File: config.mk
export PLATFORM = sky130hd
export DESIGN_NAME = btn_conditioner
export DESIGN_NICKNAME = d
export VERILOG_FILES = /design/src/rtl/btn_cond_pkg.sv /design/src/rtl/btn_conditioner_debounce_cell.sv /design/src/rtl/btn_conditioner.sv
export SDC_FILE = /design/constraint.sdc
export NUM_CORES = 1
export LEC_CHECK = 0
export BUFFER_PORTS_ARGS = -buffer_cell sky130_fd_sc_hd__buf_2
export CORE_ASPECT_RATIO = 0.8
export CORE_UTILIZATION = 55
export CTS_BUF_LIST = sky130_fd_sc_hd__clkbuf_8 sky130_fd_sc_hd__clkbuf_16
export DETAILED_ROUTE_END_ITERATION = 16
export PLACE_DENSITY = 0.74
export SYNTH_ARGS = -nofsm -noshare
export SYNTH_HDL_FRONTEND = slang
export SYNTH_SLANG_ARGS = --single-unit
export TNS_END_PERCENT = 50
File: constraint.sdc
create_clock -name clk -period 3.1 [get_ports clk]
set_clock_uncertainty 0.05 [all_clocks]
set_input_delay 0 -clock clk [delete_from_list [all_inputs] [get_ports clk]]
set_output_delay 0 -clock clk [all_outputs]
set_load 0.05 [all_outputs]
File: src/rtl/btn_cond_pkg.sv
// Shared constants and helpers for the button/switch conditioning stage.
// Optional auto-repeat is enabled with the BTN_REPEAT_EN macro.
package btn_cond_pkg;

   localparam int SYNC_DEPTH = 2;

   localparam int BTN_CONFIRM = 0;
   localparam int BTN_BACK    = 1;
   localparam int BTN_UP      = 2;
   localparam int BTN_DOWN    = 3;
   localparam int BTN_RST     = 4;

   typedef enum logic {
      DB_IDLE,
      DB_PENDING
   } db_state_e;

   // A zero-length window would never accept a level, so floor at one cycle.
   function automatic int ms_to_cycles(input int freq, input int ms);
      int c;
      c = freq / 1000 * ms;
      return (c < 1) ? 1 : c;
   endfunction

endpackage

File: src/rtl/btn_conditioner_debounce_cell.sv
// One-bit synchroniser + debouncer with registered press/release pulses.
// Auto-repeat of the press pulse is built only when BTN_REPEAT_EN is defined.
module debounce_cell
   import btn_cond_pkg::*;
#(
   parameter int DB_CYCLES     = 4
`ifdef BTN_REPEAT_EN
  ,parameter int HOLD_CYCLES   = 10
  ,parameter int REPEAT_CYCLES = 5
`endif
) (
   input  logic clk,
   input  logic rst_n,
   input  logic raw,
   output logic level,
   output logic press,
   output logic rel
);

   localparam int CW = $clog2(DB_CYCLES + 1);

   logic [SYNC_DEPTH-1:0] sync_q;
   logic                  s2;
   db_state_e             state, state_n;
   logic [CW-1:0]         cnt, cnt_n;
   logic                  stable, stable_n;
   logic                  press_n, rel_n;
   logic                  accept;
   logic                  rpt;
   logic                  press_q, rel_q;

   assign s2 = sync_q[SYNC_DEPTH-1];

   always_comb begin
      state_n  = state;
      cnt_n    = cnt;
      stable_n = stable;
      press_n  = 1'b0;
      rel_n    = 1'b0;
      accept   = 1'b0;
      unique case (state)
         DB_IDLE: begin
            cnt_n = '0;
            if (s2 != stable) begin
               if (cnt == CW'(DB_CYCLES - 1)) begin
                  accept = 1'b1;
               end else begin
                  state_n = DB_PENDING;
                  cnt_n   = cnt + CW'(1);
               end
            end
         end
         DB_PENDING: begin
            if (s2 == stable) begin
               state_n = DB_IDLE;
               cnt_n   = '0;
            end else if (cnt == CW'(DB_CYCLES - 1)) begin
               accept  = 1'b1;
               state_n = DB_IDLE;
               cnt_n   = '0;
            end else begin
               cnt_n = cnt + CW'(1);
            end
         end
         default: begin
            state_n = DB_IDLE;
            cnt_n   = '0;
         end
      endcase
      if (accept) begin
         stable_n = s2;
         press_n  = s2;
         rel_n    = ~s2;
      end
   end

   always_ff @(posedge clk or negedge rst_n) begin
      if (!rst_n) begin
         sync_q  <= '0;
         state   <= DB_IDLE;
         cnt     <= '0;
         stable  <= 1'b0;
         press_q <= 1'b0;
         rel_q   <= 1'b0;
      end else begin
         sync_q  <= {sync_q[SYNC_DEPTH-2:0], raw};
         state   <= state_n;
         cnt     <= cnt_n;
         stable  <= stable_n;
         press_q <= press_n | rpt;
         rel_q   <= rel_n;
      end
   end

`ifdef BTN_REPEAT_EN
   localparam int HMAX = (HOLD_CYCLES > REPEAT_CYCLES) ? HOLD_CYCLES
                                                       : REPEAT_CYCLES;
   localparam int HW   = $clog2(HMAX + 1);

   logic [HW-1:0] hold_cnt;
   logic [HW-1:0] tgt;
   logic          first_q;

   // First repeat waits the long hold, later ones the short interval.
   assign tgt = first_q ? HW'(HOLD_CYCLES - 1) : HW'(REPEAT_CYCLES - 1);
   assign rpt = stable & ~accept & (hold_cnt == tgt);

   always_ff @(posedge clk or negedge rst_n) begin
      if (!rst_n) begin
         hold_cnt <= '0;
         first_q  <= 1'b1;
      end else if (!stable || accept) begin
         hold_cnt <= '0;
         first_q  <= 1'b1;
      end else if (rpt) begin
         hold_cnt <= '0;
         first_q  <= 1'b0;
      end else begin
         hold_cnt <= hold_cnt + HW'(1);
      end
   end
`else
   assign rpt = 1'b0;
`endif

   assign level = stable;
   assign press = press_q;
   assign rel   = rel_q;

endmodule

File: src/rtl/btn_conditioner.sv
// Button debounce/pulse and switch synchronisation ahead of the calculator FSM.
// Define BTN_REPEAT_EN to add hold-to-repeat on btn_press.
module btn_conditioner
   import btn_cond_pkg::*;
#(
   parameter int CLK_FREQ    = 25_000_000,
   parameter int DEBOUNCE_MS = 20,
   parameter int N_BTN       = 5,
   parameter int N_SW        = 16,
   parameter int HOLD_MS     = 500,
   parameter int REPEAT_MS   = 100
) (
   input  logic             clk,
   input  logic             rst_n,
   input  logic [N_BTN-1:0] btn_raw,
   input  logic [N_SW-1:0]  sw_raw,
   output logic [N_BTN-1:0] btn_level,
   output logic [N_BTN-1:0] btn_press,
   output logic [N_BTN-1:0] btn_release,
   output logic [N_SW-1:0]  sw_sync,
   output logic             sw_change
);

   localparam int DB_CYCLES = ms_to_cycles(CLK_FREQ, DEBOUNCE_MS);
`ifdef BTN_REPEAT_EN
   localparam int HOLD_CYCLES   = ms_to_cycles(CLK_FREQ, HOLD_MS);
   localparam int REPEAT_CYCLES = ms_to_cycles(CLK_FREQ, REPEAT_MS);
`endif

   for (genvar i = 0; i < N_BTN; i++) begin : g_btn
      debounce_cell #(
         .DB_CYCLES     (DB_CYCLES)
`ifdef BTN_REPEAT_EN
        ,.HOLD_CYCLES   (HOLD_CYCLES)
        ,.REPEAT_CYCLES (REPEAT_CYCLES)
`endif
      ) u_cell (
         .clk   (clk),
         .rst_n (rst_n),
         .raw   (btn_raw[i]),
         .level (btn_level[i]),
         .press (btn_press[i]),
         .rel   (btn_release[i])
      );
   end

   logic [N_SW-1:0] sw_s1;
   logic [N_SW-1:0] sw_sync_d;

   // Switches are level controls, so synchronise only; no debounce.
   always_ff @(posedge clk or negedge rst_n) begin
      if (!rst_n) begin
         sw_s1     <= '0;
         sw_sync   <= '0;
         sw_sync_d <= '0;
         sw_change <= 1'b0;
      end else begin
         sw_s1     <= sw_raw;
         sw_sync   <= sw_s1;
         sw_sync_d <= sw_sync;
         sw_change <= (sw_sync != sw_sync_d);
      end
   end

endmodule

# Yosys cells after proc, flatten, opt, wreduce, memory -nomap -nowiden

Index checks and enable logic that the tools add are counted.

Output and inout bits: 32
Word-level logic and storage cells: 135
Flip-flop bits (word level): 174
Bits of input ports: 23

Bitwise logic cells: 10
Multiplexer cells: 70
Equal/unequal tests: 16
Add/sub/neg operators: 5

Operators with widths:

| kind                                                             | count |
|---|---|
| 19-bit two-way mux                                               | 15 |
| 19-bit case mux with 2 select lines                              | 5 |
| 19-bit by 1-bit adder with 19-bit output (second input constant) | 5 |
| 19-bit equality test (second input constant)                     | 5 |
| 1-bit two-way mux                                                | 40 |
| 1-bit case mux with 2 select lines                               | 10 |
| 16-bit != test                                                   | 1 |
| 1-bit inverter                                                   | 10 |
| 1-bit equality test                                              | 5 |
| 1-bit != test                                                    | 5 |

# Longest topological paths before layout

Word-level depth: 5
Mapped depth: 7
Mapped depth without buffers: 5

# Modules after synthesis

A second synthesis with hierarchy kept.

Cell total of the unflattened synthesis: 615
Area total of the unflattened synthesis: 7,190.6 um^2

Modules (own cells, without submodules):

| module          | area each (um^2) | cells an instance | instances |
|---|---|---|---|
| debounce_cell   | 1,158.6          | 109               | 5 |
| btn_conditioner | 1,397.6          | 70                | 1 |

# Worst setup path after synthesis

No wires, ideal clock.

Path type: register to register
From: register g_btn[3].u_cell.cnt[7]
To: register g_btn[3].u_cell.stable
Setup slack: 940 ps
Cell stages (with the launch flop): 5
Arrival time: 1,985 ps
Clock period less this slack: 2,160 ps
Cell sequence: dfrtp_1 or4b_1 or4_4 or2_4 mux2_4

Word-level cells in the longest chain between the ends: 4

RTL lines:

| what                                        | RTL line                                                                 | text |
|---|---|---|
| start: declaration                          | btn_conditioner_debounce_cell.sv:25                                      | `logic [CW-1:0] cnt, cnt_n;` |
| start signal: assignment                    | btn_conditioner_debounce_cell.sv:88                                      | `cnt <= cnt_n;` |
| 19-bit equality test (*)                    | btn_conditioner_debounce_cell.sv:45, btn_conditioner_debounce_cell.sv:57 |  |
| 1-bit two-way mux (*)                       | btn_conditioner_debounce_cell.sv:45, btn_conditioner_debounce_cell.sv:57 |  |
| 1-bit two-way mux, on equally long branches | btn_conditioner_debounce_cell.sv:54, btn_conditioner_debounce_cell.sv:44 |  |
| 1-bit case mux with 2 select lines (*)      | btn_conditioner_debounce_cell.sv:41                                      | `unique case (state)` |
| end signal: assignment                      | btn_conditioner_debounce_cell.sv:89                                      | `stable <= stable_n;` |
| end: declaration                            | btn_conditioner_debounce_cell.sv:26                                      | `logic stable, stable_n;` |

Mark *: on every way between the ends. The rest lies on a longest branch, timed or not.
A chain may end at the register's enable or synchronous reset.

# Worst setup path after layout

From: register g_btn[3].u_cell.cnt[7]
To: register g_btn[3].u_cell.cnt[9]

Word-level cells in the longest chain between the ends: 4

RTL lines:

| what                                                                                    | RTL line |
|---|---|
| 19-bit by 1-bit adder with 19-bit output / 19-bit equality test (equally long branches) | n/a |
| 19-bit two-way mux (*)                                                                  | btn_conditioner_debounce_cell.sv:45, btn_conditioner_debounce_cell.sv:57 |
| 19-bit two-way mux, on equally long branches                                            | btn_conditioner_debounce_cell.sv:54, btn_conditioner_debounce_cell.sv:44 |
| 19-bit case mux with 2 select lines (*)                                                 | btn_conditioner_debounce_cell.sv:41 |
| via g_btn[3].u_cell.cnt_n[9]                                                            | btn_conditioner_debounce_cell.sv:25 |

The timed path passes the listed nets; every way through them passes the cells marked *.

==> results.py <==
metrics = {
    "power": {
        "p_per_area_mw_per_mm2": 560.1,
        "finalPower_w": 0.004654,
        "p_leak_nw": 3.493,
        "clkPwrFrac_pct": 46.2,
        "power_switching_w": 0.001034,
        "netSwitchingFraction_pct": 22.21,
        "p_comb_share_pct": 4.4,
        "peakVddDrop_mv": 0.4962,
        "p_seq_share_pct": 49.5,
        "internal_power_w": 0.003620,
    },
    "global_route": {
        "overflow": 0,
        "grt_pass1_wl_mm": 22.41,
        "antenna_found_initial": 0,
        "grt_pass1_vias": 4778,
        "global_route.usage.total_pct": 21.32,
        "grt_max_degree": 96,
    },
    "placement": {
        "placed_cell_area_mm2": 0.007477,
        "port_buffers": 54,
        "dp_slack_ns": 0.7170,
        "hpwlAfterDp_mm": 8.594,
        "place_inst": 832,
        "place.gp.congestion": 0.8882,
    },
    "critical_path": {
        "worstPathArrival_ns": 2.61,
        "crit_required_ns": 3.33,
        "criticalPathCategory": "reg2reg",
        "crit_chain": "or4b_1 -> or4_4 -> o21ai_2 -> nor2_1",
        "path_buf_inv": 0,
        "path_delay_family": "simple AND/OR/NAND/NOR gates",
        "critPathLaunchType": "flip-flop",
        "slowest_stage": "or4_4",
        "slowest_delay_ns": 0.56,
        "crit_fanout": 17,
        "worstSetupEndpointType": "flip-flop",
    },
    "sta": {
        "fin_setup_tns_ns": 0,
        "drv_slew": 0,
        "max-slew-margin-rel_pct": 44.22,
        "finalHoldViolCount": 0,
        "setup_viol": 0,
        "rsz0062_at_grt": "false",
        "max_freq_ghz": 0.4200,
        "fin_crit_sh_pct": 76.80,
        "fin_ws_ns": 0.7191,
        "worst_pin_slew_ns": 0.8366,
        "min_period_ns": 2.381,
    },
    "detailed_routing": {
        "vias_per_cell": 5.546,
        "vias": 4914,
        "drc": 0,
        "first_pass_iters": 6,
        "drt-wirelength-per-cell_um": 14.72,
        "drt-initial-drc-count": 335,
        "wirelength_mm": 13.04,
        "drtAntennaViolNets": 0,
    },
    "floorplanning": {
        "dieArea_mm2": 0.01345,
        "num_rows": 36,
        "chipWidth_um": 129.4,
        "die_h_um": 103.9,
        "core-area_mm2": 0.01243,
        "io_pins": 55,
        "initial_core_util_pct": 57.44,
    },
    "clock_network": {
        "clkSlewWorstSetupHoldPaths_ns": 0.06,
        "post_cts_buffers": 0,
        "htreeDepth": 4,
        "cts_buffers": 17,
        "cts_tree": "built",
        "clock_path_buffers": 2,
        "insertion_delay_ns": 0.43,
        "cts_sinks": 169,
        "cts_root_buffer": "clkbuf_16",
    },
    "run_status": {
        "outcome": "complete, no violations",
    },
    "layout": {
        "finalNonFillerCells": 886,
        "syn2layout_area_growth_pct": 16.37,
        "drive_above_1_share_pct": 15.38,
        "n_antenna_cell": 0,
        "stdcell_area_mm2": 0.008309,
        "nets": 730,
        "fill_cells": 935,
    },
    "synth": {
        "synth-seq-cells": 169,
        "syn_inst": 635,
        "syn_area_mm2": 0.007141,
        "synth_cell_type_count": 40,
        "yosys_warnings": 0,
        "ys_seq_area_share_pct": 59.23,
        "synth.net_count": 663,
        "synth_area_per_cell_um2": 11.25,
    },
    "min_path": {
        "worst_hold_path_type": "in2async",
    },
    "flow_run": {
        "drv_cap": 0,
    },
}
-- final timing paths --
check,from,endpoint,slack [ns],depth (start not counted)
worst max-delay path,g_btn[3].u_cell.cnt[7],g_btn[3].u_cell.cnt[9],0.72,4
worst min-delay path,rst_n,sw_sync_d[12],0.16,2
worst max register to register,g_btn[3].u_cell.cnt[7],g_btn[3].u_cell.cnt[9],0.72,4
worst min register to register,sw_s1[4],sw_sync[4],0.30,0
max in group asynchronous,rst_n,g_btn[4].u_cell.cnt[13],1.90,3
min in group clk,btn_raw[3],g_btn[3].u_cell.sync_q[0],0.16,2
-- registers in the layout (all words and copies together), names as in the netlist, 5 cells and up --
name	cells
sw_sync	16
sw_sync_d	16
sw_s1	16
g_btn.u_cell.press	5
g_btn.u_cell.cnt	95
g_btn.u_cell.level	5
g_btn.u_cell.sync_q	10
g_btn.u_cell.rel	5
-- per-layer routing --
layer | GRT usage (%) | wire length, um | up-vias | part of all wire, %
met5 | 0 | 0 | - | 0
met2 | 31.22 | 6019 | 126 | 46
met3 | 6.584 | 617 | 8 | 4.7
li1 | - | - | 2358 | -
met4 | 5.882 | 74 | 0 | 0.57
met1 | 30.70 | 6329 | 2422 | 49
-- placed cells by master, fill, tap and decap left out, types with 5 or more instances in the layout --
cell type      count
dfrtp_1          169
clkinvlp_4         7
nand4_1           28
nor2_1            76
nor4_1            18
nand2_1           30
nor3_1            14
buf_2             53
buf_4              5
nand3_1           37
or2_2              6
o31ai_1           13
o21ai_0            8
clkbuf_16         17
xnor2_1           39
inv_1             12
dlygate4sd3_1     22
ha_1               5
or3_1             13
and3_1             5
xor2_1            45
a21oi_1           22
or4_1             17
nor3b_1           12
and4_1             7
-- cells in the mapped netlist (all sizes together) --
cell type	instances	area [um^2]
a31o	2	17.52
nand4	28	175.2
and3	6	38.79
nand3	37	185.2
nor2	76	285.3
or2	7	46.30
nor4b	1	8.760
nor4	18	112.6
dfrtp	169	4229
mux2	5	60.05
or4bb	3	33.78
or4b	3	30.03
or4	18	138.9
a21oi	22	110.1
xor2	45	394.1
clkbuf	14	52.55
nand3b	1	7.510
and2	4	25.02
nor4bb	1	10.01
and4	7	61.31
buf	19	138.9
o31ai	15	122.6
nor3b	12	90.09
o41ai	1	8.760
nand2	30	112.6
nor3	14	70.07
o21ai	9	48.80
ha	5	62.56
or3	13	81.33
inv	11	41.29
xnor2	39	341.6
-- layout make-up --
class | instances | area, um^2 | share of cell area, %
Clock buffer | 18 | 439.2 | 5.285
Tap cell | 171 | 214.0 | 2.575
Sequential cell | 169 | 4229 | 50.90
Inverter | 11 | 41.29 | 0.4969
Timing Repair Buffer | 81 | 534.3 | 6.430
Multi-Input combinational cell | 422 | 2679 | 32.24
Clock inverter | 14 | 172.7 | 2.078
-- metrics by stage --
step	utilization (%)	hold WS, ns
after detailed placement	60.14	0.05932
after CTS	66.84	0.1460
after global routing	66.84	0.1508
final	66.84	0.1559
after global placement	60.14	0.05766
after floorplan	-	-0.3456
-- timing repair --
item                      4_1_cts  5_1_grt
gates resized for setup         0        0
hold buffers                   22        0
hold endpoints to repair      113        0
-- power groups by stage --
stage	clock network (W)	logic [W]	registers [W]
finish	0.00215	0.000203	0.00230
global route	0.00229	0.000228	0.00231
CTS	0.00219	0.000207	0.00230
detailed placement	0	0.000184	0.00234
global placement	0	0.000179	0.00234
floorplan	0	0.0000625	0.00237
-- logic make-up after synthesis --
family / synth area share (%)
AND/OR/NAND/NOR: 21.18
AO/OA/AOI/OAI: 4.311
XOR/XNOR: 10.30
multiplexers: 0.8410
buffers and inverters: 3.259
flip-flops: 59.23
adder cells (fa/ha/maj): 0.8761
(Power assumes the default switching activity.)
